==> config.mk <==
export PLATFORM = sky130hd
export DESIGN_NAME = spi_master
export DESIGN_NICKNAME = d
export VERILOG_FILES = /design/src/rtl/spi_pkg.sv /design/src/rtl/spi_sclk_gen.sv /design/src/rtl/spi_master.sv
export SDC_FILE = /design/constraint.sdc
export NUM_CORES = 1
export LEC_CHECK = 0
export CORE_ASPECT_RATIO = 0.8
export CORE_MARGIN = 5
export CORE_UTILIZATION = 57
export DETAILED_ROUTE_END_ITERATION = 7
export GPL_ROUTABILITY_DRIVEN = 1
export PLACE_DENSITY = 0.83
export SLEW_MARGIN = 20
export SYNTH_ARGS = -nofsm -noshare
export SYNTH_HDL_FRONTEND = slang
export SYNTH_SLANG_ARGS = --single-unit
==> constraint.sdc <==
create_clock -name i_Clk -period 3.7 [get_ports i_Clk]
set_input_delay 0.925 -clock i_Clk [delete_from_list [all_inputs] [get_ports i_Clk]]
set_output_delay 0.925 -clock i_Clk [all_outputs]
set_load 0.02 [all_outputs]
==> src/rtl/spi_pkg.sv <==
// Shared definitions for the byte-oriented SPI master.
//   spi_mode_e  : SPI mode encoding (bit 1 = CPOL, bit 0 = CPHA)
//   spi_state_e : handshake/transfer state of spi_master
//   SPI_EDGES   : SCLK toggles per byte (two per bit)
//   EDGE_CNT_W  : width of the edge down-counter (holds SPI_EDGES)
//   cpol()/cpha(): split a mode into clock polarity and phase
package spi_pkg;

  typedef enum logic [1:0] {
    SPI_MODE_0 = 2'd0,
    SPI_MODE_1 = 2'd1,
    SPI_MODE_2 = 2'd2,
    SPI_MODE_3 = 2'd3
  } spi_mode_e;

  typedef enum logic {
    ST_IDLE = 1'b0,
    ST_XFER = 1'b1
  } spi_state_e;

  localparam int SPI_EDGES  = 16;
  localparam int EDGE_CNT_W = 5;

  function automatic logic cpol(input spi_mode_e mode);
    return mode[1];
  endfunction

  function automatic logic cpha(input spi_mode_e mode);
    return mode[0];
  endfunction

endpackage

==> src/rtl/spi_sclk_gen.sv <==
// SCLK generator for one byte transfer.
//   i_Clk, i_Reset : system clock, synchronous active-high reset
//   start          : one-cycle pulse that begins a 16-toggle burst
//   sclk           : registered SCLK level, idles at CPOL
//   lead / trail   : combinational strobes, high in the cycle whose rising
//                    i_Clk edge performs a leading / trailing SCLK toggle
//   done           : high together with the final (16th) toggle strobe
// Toggle k of a burst lands on the edge start+k*CLKS_PER_HALF_BIT.
module spi_sclk_gen
  import spi_pkg::*;
#(
  parameter int   CLKS_PER_HALF_BIT = 1,
  parameter logic CPOL              = 1'b0
) (
  input  logic i_Clk,
  input  logic i_Reset,
  input  logic start,
  output logic sclk,
  output logic lead,
  output logic trail,
  output logic done
);

  localparam int                    HW       = $clog2(CLKS_PER_HALF_BIT) + 1;
  localparam logic [HW-1:0]         HALF_MAX = HW'(CLKS_PER_HALF_BIT - 1);
  localparam logic [EDGE_CNT_W-1:0] EDGES    = EDGE_CNT_W'(SPI_EDGES);

  logic [HW-1:0]         half_cnt;
  logic [EDGE_CNT_W-1:0] edge_cnt;
  logic                  tick;

  // edge_cnt counts down from 16; even remaining count means odd k (leading)
  assign tick  = (edge_cnt != '0) && (half_cnt == HALF_MAX);
  assign lead  = tick && !edge_cnt[0];
  assign trail = tick && edge_cnt[0];
  assign done  = tick && (edge_cnt == EDGE_CNT_W'(1));

  always_ff @(posedge i_Clk) begin
    if (i_Reset) begin
      half_cnt <= '0;
      edge_cnt <= '0;
      sclk     <= CPOL;
    end else if (start) begin
      half_cnt <= '0;
      edge_cnt <= EDGES;
      sclk     <= CPOL;
    end else if (edge_cnt != '0) begin
      if (tick) begin
        half_cnt <= '0;
        edge_cnt <= edge_cnt - EDGE_CNT_W'(1);
        sclk     <= ~sclk;
      end else begin
        half_cnt <= half_cnt + HW'(1);
      end
    end
  end

endmodule

==> src/rtl/spi_master.sv <==
// Byte-oriented SPI master, MSB first, full duplex.
//   i_Clk, i_Reset : system clock, synchronous active-high reset
//   i_TX_Byte      : byte to send, captured when a request is accepted
//   i_TX_DV        : one-cycle request strobe
//   o_TX_Ready     : idle and able to accept a request
//   o_RX_DV        : one-cycle strobe, o_RX_Byte just updated
//   o_RX_Byte      : last received byte, held until the next completion
//   o_SPI_Clk      : SCLK, idles at CPOL
//   o_SPI_MOSI     : serial out, holds its last bit while idle
//   i_SPI_MISO     : serial in
// Parameters: SPI_MODE (0..3), CLKS_PER_HALF_BIT (>=1).
//
// state   | meaning
// --------+-----------------------------------------------------------
// ST_IDLE | ready (after first post-reset edge); accepts i_TX_DV
// ST_XFER | 16 SCLK toggles in flight; i_TX_DV ignored, not queued
module spi_master
  import spi_pkg::*;
#(
  parameter int SPI_MODE          = 0,
  parameter int CLKS_PER_HALF_BIT = 1
) (
  input  logic       i_Clk,
  input  logic       i_Reset,
  input  logic [7:0] i_TX_Byte,
  input  logic       i_TX_DV,
  output logic       o_TX_Ready,
  output logic       o_RX_DV,
  output logic [7:0] o_RX_Byte,
  output logic       o_SPI_Clk,
  output logic       o_SPI_MOSI,
  input  logic       i_SPI_MISO
);

  localparam spi_mode_e MODE = spi_mode_e'(2'(SPI_MODE));
  localparam logic      CPOL = cpol(MODE);
  localparam logic      CPHA = cpha(MODE);

  spi_state_e state;
  logic [7:0] tx_byte;
  logic [7:0] rx_shift;
  logic [7:0] rx_next;
  logic [2:0] tx_idx;
  logic       accept;
  logic       lead;
  logic       trail;
  logic       done;
  logic       drive_edge;
  logic       sample_edge;

  assign accept = (state == ST_IDLE) && o_TX_Ready && i_TX_DV;

  // CPHA=0 has bit 7 already on the wire at accept, so only trailing edges
  // 2..14 drive; the last trailing edge (16) just closes the burst.
  assign drive_edge  = CPHA ? lead  : (trail && !done);
  assign sample_edge = CPHA ? trail : lead;
  assign rx_next     = {rx_shift[6:0], i_SPI_MISO};

  spi_sclk_gen #(
    .CLKS_PER_HALF_BIT(CLKS_PER_HALF_BIT),
    .CPOL             (CPOL)
  ) u_sclk_gen (
    .i_Clk  (i_Clk),
    .i_Reset(i_Reset),
    .start  (accept),
    .sclk   (o_SPI_Clk),
    .lead   (lead),
    .trail  (trail),
    .done   (done)
  );

  always_ff @(posedge i_Clk) begin
    if (i_Reset) begin
      state      <= ST_IDLE;
      o_TX_Ready <= 1'b0;
      o_RX_DV    <= 1'b0;
      o_RX_Byte  <= '0;
      o_SPI_MOSI <= 1'b0;
      tx_byte    <= '0;
      rx_shift   <= '0;
      tx_idx     <= '0;
    end else begin
      o_RX_DV <= 1'b0;
      case (state)
        ST_IDLE: begin
          if (accept) begin
            tx_byte    <= i_TX_Byte;
            o_TX_Ready <= 1'b0;
            state      <= ST_XFER;
            if (!CPHA) begin
              o_SPI_MOSI <= i_TX_Byte[7];
              tx_idx     <= 3'd6;
            end else begin
              tx_idx <= 3'd7;
            end
          end else begin
            o_TX_Ready <= 1'b1;
          end
        end
        ST_XFER: begin
          if (drive_edge) begin
            o_SPI_MOSI <= tx_byte[tx_idx];
            tx_idx     <= tx_idx - 3'd1;
          end
          if (sample_edge) begin
            rx_shift <= rx_next;
          end
          // In CPHA=1 the final sample coincides with the last edge, so the
          // completed byte has to be taken from rx_next, not rx_shift.
          if (done) begin
            o_RX_Byte  <= sample_edge ? rx_next : rx_shift;
            o_RX_DV    <= 1'b1;
            o_TX_Ready <= 1'b1;
            state      <= ST_IDLE;
          end
        end
        default: state <= ST_IDLE;
      endcase
    end
  end

endmodule

# Word-level counts from Yosys, hierarchy flattened
# Index checks and enable logic that the tools add are counted.
[classes]
addsub = 3
n_eq_ne = 4
n_lt_le_gt_ge = 1
n_reduce_logical = 19
muxes = 20
bitwise = 3
[ops]
columns = ["operator", "n"]
rows = [
  ["$mux W5", 3],
  ["$reduce_and A2 Y1", 5],
  ["$mux W1", 9],
  ["$mux W8", 1],
  ["$logic_and A1 B1 Y1", 7],
  ["$mux W3", 2],
  ["$pmux W1 S2", 3],
  ["$pmux W3 S2", 1],
  ["$eq A5 B1 Y1 const B", 1],
  ["$reduce_bool A5 Y1", 1],
  ["$sub A5 B1 Y5 const B", 1],
  ["$lt A3 B4 Y1 const B", 1],
  ["$ne A2 B1 Y1 const B", 2],
  ["$reduce_bool A2 Y1", 2],
  ["$reduce_or A2 Y1", 2],
  ["$bmux W1 S3", 1],
  ["$not A1 Y1", 3],
  ["$sub A3 B1 Y3 const B", 1],
  ["$logic_not A1 Y1", 2],
  ["$ne A2 B2 Y1 const B", 1],
  ["$add A1 B1 Y1 const B", 1],
]
[word_totals]
reg_bits = 38
word_cells = 62
input_bits = 12

# Longest topological paths before layout
# Gate-level depths: netlist of the first run.
[logic_depth]
word_depth = 7
depth_mapped = 7
mapped_depth_nobuf = 6

# Cells and area by module
# Synthesis of the first run repeated with hierarchy kept, for this count alone.
[hier_totals]
hier_cells = 187
hier_area_um2 = 1667.8
[modules_own_cells]
columns = ["mod", "n_inst", "cells_each", "seq_area_each_um2", "area_per_inst_um2"]
rows = [
  ["spi_master", 1, 146, 620.6, 1315.0],
  ["spi_sclk_gen", 1, 41, 140.1, 352.8],
]

# Worst setup path after synthesis of the first run
# OpenSTA, ideal clock, no wires.
[synth_path]
path_type = "in2reg"
start = "input port i_Reset"
end = "register o_RX_Byte[4]"
path_slack_ns = 1.977
arrival_ns = 1.652
path_buffers = 1
cell_stages = 4
required_ns = 3.629
setup_time_ns = 0.071
path_cell_list = "clkbuf_1 -> a31oi_1 -> nand2_1 -> o21ai_2"
[synth_lines]
columns = ["item", "line_no", "rtl"]
rows = [
  ["from (decl)", "spi_master.sv:24", "input logic i_Reset,"],
  ["to (signal assigned)", "spi_master.sv:111", "o_RX_Byte <= sample_edge ? rx_next : rx_shift;"],
  ["to (decl)", "spi_master.sv:29", "output logic [7:0] o_RX_Byte,"],
]

# Final worst setup path of the first run
[layout_path]
start = "input port i_TX_DV"
end = "register tx_idx[1]"
[layout_between]
elab_chain_len = 3
[layout_rtl]
columns = ["item", "line_no", "rtl"]
rows = [
  ["from (decl)", "spi_master.sv:26", "input logic i_TX_DV,"],
  ["$logic_and A1 B1 Y1", "spi_master.sv:51", "assign accept = (state == ST_IDLE) && o_TX_Ready && i_TX_DV;"],
  ["$ne A2 B2 Y1 (no line)", "n/a", ""],
  ["$reduce_and A2 Y1 (no line)", "n/a", ""],
  ["to (signal assigned)", "spi_master.sv:103", "tx_idx <= tx_idx - 3'd1;"],
  ["to (decl)", "spi_master.sv:43", "logic [2:0] tx_idx;"],
]
# No other way between the ends.
# A chain may end at the register's enable or synchronous reset.

==> results of run 1 <==
-- synth_stat cells --
library cell | number | area (um^2)
nor4b_2 | 1 | 15.0
inv_1 | 7 | 26.3
a31oi_1 | 1 | 6.26
a311oi_1 | 2 | 17.5
o21ai_2 | 1 | 8.76
mux4_2 | 1 | 22.5
nor3_1 | 2 | 10.0
o21ai_1 | 7 | 35.0
nor2_1 | 20 | 75.1
and3_2 | 1 | 7.51
a41o_1 | 1 | 10.0
a211oi_1 | 1 | 7.51
and3_1 | 1 | 6.26
nor4b_4 | 1 | 23.8
a2bb2oi_1 | 1 | 8.76
nor3b_1 | 2 | 15.0
a21oi_1 | 14 | 70.1
clkbuf_1 | 5 | 18.8
nand2_1 | 26 | 97.6
buf_2 | 1 | 5.00
o21a_1 | 2 | 15.0
xor2_1 | 1 | 8.76
a22oi_2 | 1 | 12.5
o21ai_0 | 2 | 10.0
buf_6 | 2 | 22.5
or4b_1 | 2 | 20.0
nand2b_1 | 3 | 18.8
dfxtp_1 | 38 | 761
ha_1 | 4 | 50.1
xnor2_1 | 2 | 17.5
mux2i_1 | 20 | 200
nand4b_1 | 1 | 8.76
nand3b_1 | 3 | 22.5
-- registers in the layout, summed over array words and instances, names as in the netlist --
signal,flops
u_sclk_gen.sclk,1
tx_byte,8
u_sclk_gen.half_cnt,1
o_RX_DV,1
state,1
o_TX_Ready,1
o_SPI_MOSI,1
u_sclk_gen.edge_cnt,5
o_RX_Byte,8
tx_idx,3
rx_shift,8
-- metal layers --
layer,global-route usage [%],part of all wire [%]
met4,6.56,1.6
met1,20.9,45
met2,28.3,50
met3,4.51,3.2
met5,0,0
-- cell type report --
cell class / count / share of cell area, %
inverter: 7 / 1.36
multi-input combinational: 124 / 42.3
tap: 38 / 2.45
clock buffer: 7 / 2.32
timing repair buffer: 24 / 12.3
sequential: 38 / 39.3
-- tightest hold or removal path, delay by kind of cell, from the launching register on --
kind	cells	cell delay [ns]
AOI/OAI and AO/OA	1	0.05
DFF	1	0.32
and+or+nand+nor	1	0.05
-- worst min-delay path by stage --
| stage | from | end | slack, ns |
|---|---|---|---|
| 6_report | o_RX_Byte[5] | o_RX_Byte[5] | 0.45 |
| 5_1_grt | o_RX_Byte[6] | o_RX_Byte[6] | 0.48 |
| 4_1_cts | o_RX_Byte[5] | o_RX_Byte[5] | 0.46 |
| 3_5_place_dp | o_RX_Byte[5] | o_RX_Byte[5] | 0.45 |
| 3_3_place_gp | o_RX_Byte[0] | o_RX_Byte[0] | 0.44 |
| 2_1_floorplan | tx_byte[6] | tx_byte[6] | 0.43 |
-- power groups by stage --
stage,Combinational (mW),Clock [mW],Sequential [mW]
after floorplan,0.322,0,0.505
after CTS,0.383,0.197,0.500
after global routing,0.420,0.218,0.507
final,0.382,0.192,0.500
after global placement,0.365,0,0.506
after detailed placement,0.380,0,0.509
-- logic make-up after synthesis --
family | share of synthesized area (%)
xor gates and xnor gates | 1.59
DFF | 46.0
and+or+nand+nor | 19.4
muxes | 13.5
buffers and inverters | 4.39
AOI/OAI and AO/OA | 12.2
adders and majority gates | 3.03
==> results.cfg, run 1 <==
[clock_network]
cts_setup_buffers = 0
clkTransAtPathRegs_ns = 0.10
cts_resized = 0
hold_buffers = 0
cts_tree = built
root_buffer = clkbuf_4
clkLatencyLatePin_ns = 0.32
cts_max_level = 2
cts_sinks = 38
clk_path_buf_depth = 2
cts_buffers = 5

[worst_setup_path]
cp.arrival_ns = 2.50
max_stage_delay_ns = 0.47
r2r_start = u_sclk_gen.edge_cnt[0]
cp_slowest_cell = clkdlybuf4s50_1
worstSetupEndpointType = register
path_depth = 5
cp_max_fo = 12
reg2reg_slack_ns = 1.68
cp-startpoint = i_TX_DV
cp.buffers_inverters = 1
critPathCapture = tx_idx[1]
timing.rr.end = o_RX_Byte[3]
r2r_cells = 6
path_delay_family = compound AO/OA/AOI/OAI gates
required_ns = 3.94
start_kind = input pin
crit_type = input pin to register
path_cells = clkdlybuf4s50_1, nand3b_1, a22oi_2, nor2_1, a311oi_1

[timing]
fmax_ghz = 0.442
finalHoldViolCount = 0
slew_headroom_pct = 55.1
setup_tns_ns = 0
hold_ws_ns = 0.454
fin_worst_skew_ns = 0.00453
rsz0062_at_grt = false
worstMarginPinSlew_ns = 0.671
setup_slack_ns = 1.44
period_share_pct = 61.2
period_minus_slack_ns = 2.26
finalSetupViolations = 0
maxSlewViolCount = 0

[die]
start_util_pct = 59.8
io_pins = 24
core_area_um2 = 2770
die_area_um2 = 4090
die_w_um = 70.2
row_count = 17
chipHeight_um = 58.2

[run]
maxCapViolCount = 0

[place]
post-dp-hpwl_um = 2440
dp.cells = 231
finalWeightedCongestion = 0.771
post-place-ws_ns = 1.11
place_area_um2 = 1890
numPortBuffers = 23

[power_and_ir_drop]
internal_power_mw = 0.707
p_clk_share_pct = 17.9
peakVddDrop_v = 0.000418
leakagePower_nw = 0.771
switching_share_pct = 34.2
p_comb_share_pct = 35.6
power_frac_seq_pct = 46.5
power_density_nw_per_um2 = 554
p_sw_mw = 0.367
totalPowerFinal_mw = 1.07

[finish]
multi_input_area_um2 = 821
syn_to_final_growth_pct = 17.2
drive_above_1_share_pct = 6.00
design_area_um2 = 1940
final_util_pct = 70.1
fillCellCount = 211
mostFrequentLayoutCell = dfxtp_1
mostFrequentLayoutCells = dfxtp_1 (38), nand2_1 (26), clkdlybuf4s50_1 (23), nor2_1 (20), mux2i_1 (20)
final_cells = 238
nNetsFinal = 216
n_antenna_cell = 0
seq_area_um2 = 761

[routing]
drc_errors = 0
routed_wl_um = 3220
drtPass1Iterations = 4
ant_nets = 0
avgRoutedWirePerCell_um = 13.5
via_count = 1312
drt_iter0_drc = 99
vias_per_cell = 5.51

[global_route]
grt_max_degree = 19
grt_usage_pct = 16.9
grt_pass1_wl_um = 5510
grt_antenna_before_repair = 0
first_global_vias = 1204
grt_overflow = 0

[yosys]
syn_inst = 177
avgSynthCellArea_um2 = 9.35
syn_area_um2 = 1650
synth_fp_nets = 193
synth-seq-cells = 38
ys.warnings.count = 0
ys_seq_area_share_pct = 46.0
synth_cell_types = 33

[min_path]
hold_depth = 2
hold_class = register to register

[outcome]
outcome = complete, no violations
No activity file was read; power rests on OpenSTA's default activity.
==> run 2: changes to the inputs <==
- CORE_UTILIZATION: 57 -> 53
- PLACE_DENSITY: 0.83 -> 0.78
- clock period: 3.7 -> 2.2 ns (I/O delays scaled with it)
==> run 2 against run 1 <==
  * Die area grew 6.3%
  * Critical path type is now register to register
  * Cell count grew 2.5%
  * Wire length is 1.7% higher
  * Final area increased by 3.7%
  * First-iteration DRC count down 5.1%
  * Total power is 87% higher
  * Utilization down 4.0 points
  * Global-route usage rose by 0.61 points
  * Non-clock buffer count grew 3
==> results.cfg, run 2 (synthesis results as in run 1) <==
[outcome]
outcome = complete, no violations

[routing]
drc_errors = 0
drt_iter0_drc = 94
wl_met2_um = 1620
ant_nets = 0
wl_met3_um = 131
wl_met1_um = 1470
routed_wl_um = 3280
via_count = 1288
vias_per_cell = 5.28
avgRoutedWirePerCell_um = 13.4
drtPass1Iterations = 5
top_layer = met4

[die]
start_util_pct = 54.4
core_area_um2 = 3040
die_w_um = 72.5
io_pins = 24
die_area_um2 = 4350
chipHeight_um = 60.0
row_count = 18

[worst_setup_path]
start_kind = register
r2r_start = u_sclk_gen.edge_cnt[0]
required_ns = 2.37
cp.arrival_ns = 2.17
crit_type = register to register
reg2reg_slack_ns = 0.21
cp-startpoint = u_sclk_gen.edge_cnt[0]
worstSetupEndpointType = register
cp_max_fo = 9
r2r_cells = 6
timing.rr.end = o_RX_Byte[4]

[finish]
mostFrequentLayoutCell = dfxtp_1
mostFrequentLayoutCells = dfxtp_1 (38), nand2_1 (26), clkdlybuf4s50_1 (23), nor2_1 (20), mux2i_1 (20)
reg_top3 = o_RX_Byte x8, rx_shift x8, tx_byte x8
n_antenna_cell = 0
drive_above_1_share_pct = 8.33
nNetsFinal = 219
syn_to_final_growth_pct = 21.5
fillCellCount = 274

[timing]
slew_headroom_pct = 60.0
finalSetupViolations = 0
worstMarginPinSlew_ns = 0.597
rsz0062_at_grt = false
finalHoldViolCount = 0
fmax_ghz = 0.502
period_share_pct = 90.6
fin_worst_skew_ns = 0.00223
maxSlewViolCount = 0
setup_tns_ns = 0
period_minus_slack_ns = 1.99

[min_path]
min_delay_worst_endpoint = o_RX_Byte[3]
hold_class = register to register
hold_depth = 2
worstHoldStart = o_RX_Byte[3]

[clock_network]
cts_sinks = 38
clk_path_buf_depth = 2
hold_buffers = 0
clkLatencyLatePin_ns = 0.29
cts_max_level = 2
root_buffer = clkbuf_8
cts_setup_buffers = 0
cts_buffers = 5
clkTransAtPathRegs_ns = 0.07
cts_tree = built
cts_resized = 0

[place]
finalWeightedCongestion = 0.828
numPortBuffers = 23
post-dp-hpwl_um = 2520

[global_route]
grt_antenna_before_repair = 0
grt_max_degree = 17
grt_overflow = 0
grt_usage_pct = 17.5
first_global_vias = 1309
grt_pass1_wl_um = 5830

[power_and_ir_drop]
leakagePower_nw = 0.808
power_density_nw_per_um2 = 999
totalPowerFinal_mw = 2.01
peakVddDrop_v = 0.000498

[run]
maxCapViolCount = 0
-- run 2: cell type report --
| type | count | area, um^2 | share of cell area (%) |
|---|---|---|---|
| clock buffer | 7 | 86.3 | 4.30 |
| clock inverter | 1 | 5.00 | 0.249 |
| inverter | 7 | 26.3 | 1.31 |
| multi-input combinational | 124 | 821 | 40.8 |
| sequential | 38 | 761 | 37.9 |
| tap | 40 | 50.0 | 2.49 |
| timing repair buffer | 27 | 260 | 13.0 |
-- run 2: how the worst max path moves through the flow --
stage,to,depth (start not counted)
2_1_floorplan,u_sclk_gen.edge_cnt[3],6
3_3_place_gp,o_RX_Byte[4],4
3_5_place_dp,o_RX_Byte[4],6
4_1_cts,o_RX_Byte[4],6
5_1_grt,o_RX_Byte[4],6
6_report,o_RX_Byte[4],6
-- run 2: per-layer routing --
metal | vias to the layer above | GRT usage, %
li1 | 659 | -
met1 | 597 | 21.5
met2 | 25 | 27.6
met3 | 7 | 5.38
met4 | 0 | 9.47
met5 | - | 0
-- run 2: critical path, cell delays in order, from the launching register on --
cell      delay (ns)
dfxtp_1         0.35
inv_1           0.10
ha_1            0.25
nor4b_4         0.30
nand2b_1        0.48
mux2i_1         0.32
o21ai_2         0.07
-- run 2: report_power, final --
part,leakage [nW],internal (mW),switching (mW)
combinational,0.450,0.331,0.347
sequential,0.309,0.757,0.0849
clock,0.0482,0.253,0.235
-- run 2: metrics by stage --
stage	setup slack, ns	utilization, %	instance area, um^2	instances	hold WS, ns
floorplan	0.620	-	1650	177	0.433
global placement	0.348	63.1	1920	236	0.439
detailed placement	0.196	63.1	1920	236	0.444
CTS	0.180	66.1	2010	244	0.455
global route	0.0384	66.1	2010	244	0.479
finish	0.207	66.1	2010	244	0.453
==> run 3: changes to the inputs <==
- CAP_MARGIN: unset -> 20
- CORE_UTILIZATION: 53 -> 55
- CTS_BUF_LIST: unset -> sky130_fd_sc_hd__clkbuf_4 sky130_fd_sc_hd__clkbuf_8
- PLACE_DENSITY: 0.78 -> 0.81
==> run 3 against run 2 <==
  * Total power increased by 0.77%
  * Sequential share of layout area hardly changed
  * Critical path depth did not move
  * Largest cell class unchanged
  * Clock skew rose by 0.0048 ns
==> results.cfg, run 3 (synthesis results as in run 1) <==
[place]
post-dp-hpwl_um = 2630
finalWeightedCongestion = 0.744
numPortBuffers = 23

[min_path]
hold_depth = 2
hold_class = register to register
min_delay_worst_endpoint = o_RX_Byte[1]
worstHoldStart = o_RX_Byte[1]

[outcome]
outcome = complete, no violations

[timing]
period_share_pct = 89.7
fmax_ghz = 0.507
hold_ws_ns = 0.449
rsz0062_at_grt = false
fin_worst_skew_ns = 0.00703
finalSetupViolations = 0
slew_headroom_pct = 54.5
period_minus_slack_ns = 1.97
setup_tns_ns = 0
finalHoldViolCount = 0
worstMarginPinSlew_ns = 0.679
maxSlewViolCount = 0

[routing]
via_count = 1342
drt_iter0_drc = 65
avgRoutedWirePerCell_um = 14.2
ant_nets = 0
vias_per_cell = 5.55
routed_wl_um = 3440
drc_errors = 0
drtPass1Iterations = 4

[finish]
reg_top3 = o_RX_Byte x8, rx_shift x8, tx_byte x8
drive_above_1_share_pct = 8.82
nNetsFinal = 219
syn_to_final_growth_pct = 21.6
mostFrequentLayoutCells = dfxtp_1 (38), nand2_1 (26), clkdlybuf4s50_1 (23), nor2_1 (20), mux2i_1 (20)
n_antenna_cell = 0
mostFrequentLayoutCell = dfxtp_1

[worst_setup_path]
r2r_start = u_sclk_gen.edge_cnt[0]
start_kind = register
cp.arrival_ns = 2.15
required_ns = 2.38
timing.rr.end = rx_shift[0]
path_cells = inv_1, ha_1, nor4b_4, nand3b_1, mux2i_1, nor2_1
r2r_cells = 6
max_stage_delay_ns = 0.46
reg2reg_slack_ns = 0.23
worstSetupEndpointType = register
cp_slowest_cell = nand3b_1
cp_max_fo = 8
crit_type = register to register

[global_route]
grt_pass1_wl_um = 5980
first_global_vias = 1358
grt_antenna_before_repair = 0
grt_usage_pct = 18.8
grt_overflow = 0
grt_max_degree = 13

[clock_network]
cts_sinks = 38
root_buffer = clkbuf_8
hold_buffers = 0
clk_path_buf_depth = 2
cts_resized = 0
cts_buffers = 5
cts_max_level = 2
cts_setup_buffers = 0
clkTransAtPathRegs_ns = 0.07
clkLatencyLatePin_ns = 0.30
cts_tree = built

[power_and_ir_drop]
peakVddDrop_v = 0.000665
power_density_nw_per_um2 = 1010
leakagePower_nw = 0.806

[die]
die_area_um2 = 4210
chipHeight_um = 59.1
core_area_um2 = 2830
row_count = 17
start_util_pct = 58.5
die_w_um = 71.3
io_pins = 24

[run]
maxCapViolCount = 0
[run 3: cell types whose count changed in the layout (fill, tap and decap cells not counted), sizes merged]
cell	previous run	this run
clkbuf	7	6
clkinvlp	0	1
[run 3: area by class of cell]
type                            instances  area (um^2)
Multi-Input combinational cell        124          821
Timing Repair Buffer                   27          260
Clock buffer                            6         82.6
Sequential cell                        38          761
Inverter                                7         26.3
Clock inverter                          2         12.5
Fill cell                             217          818
Tap cell                               38         47.5
[run 3: stage by stage]
step / power, mW / setup slack (ns) / utilization, % / std cells / area (um^2)
after detailed placement: 1.54 / 0.208 / 67.7 / 234 / 1920
after global placement: 1.49 / 0.322 / 67.7 / 234 / 1920
after global routing: 2.16 / 0.0628 / 71.1 / 242 / 2010
after floorplan: 1.39 / 0.620 / - / 177 / 1650
after CTS: 2.04 / 0.226 / 71.1 / 242 / 2010
final: 2.02 / 0.226 / 71.1 / 242 / 2010
[run 3: power breakdown]
| part | switching [mW] | internal, mW |
|---|---|---|
| clock network | 0.246 | 0.252 |
| registers | 0.0858 | 0.757 |
| logic | 0.350 | 0.333 |
[run 3: worst max-delay path by stage]
stage                      startpoint                      to  cells after the start
2_1_floorplan  u_sclk_gen.edge_cnt[0]  u_sclk_gen.edge_cnt[3]                      6
3_3_place_gp                  i_Reset            o_RX_Byte[4]                      4
3_5_place_dp                  i_Reset            o_RX_Byte[4]                      4
4_1_cts        u_sclk_gen.edge_cnt[0]             rx_shift[0]                      6
5_1_grt        u_sclk_gen.edge_cnt[0]             rx_shift[2]                      6
6_report       u_sclk_gen.edge_cnt[0]             rx_shift[0]                      6
[run 3: routing by layer]
metal	global-route usage [%]	share of wire (%)	up-vias
met5	0	0	-
met4	10.2	2.3	0
met3	6.78	6.1	7
met2	33.2	52	38
met1	19.5	40	638
li1	-	-	659
[run 3: critical path: cells and delay by family (launching register included)]
kind / cells / cell delay (ns)
AND/OR/NAND/NOR: 3 / 0.91
adder cells (fa/ha/maj): 1 / 0.24
flip-flops: 1 / 0.35
multiplexers: 1 / 0.26
buffers and inverters: 1 / 0.10
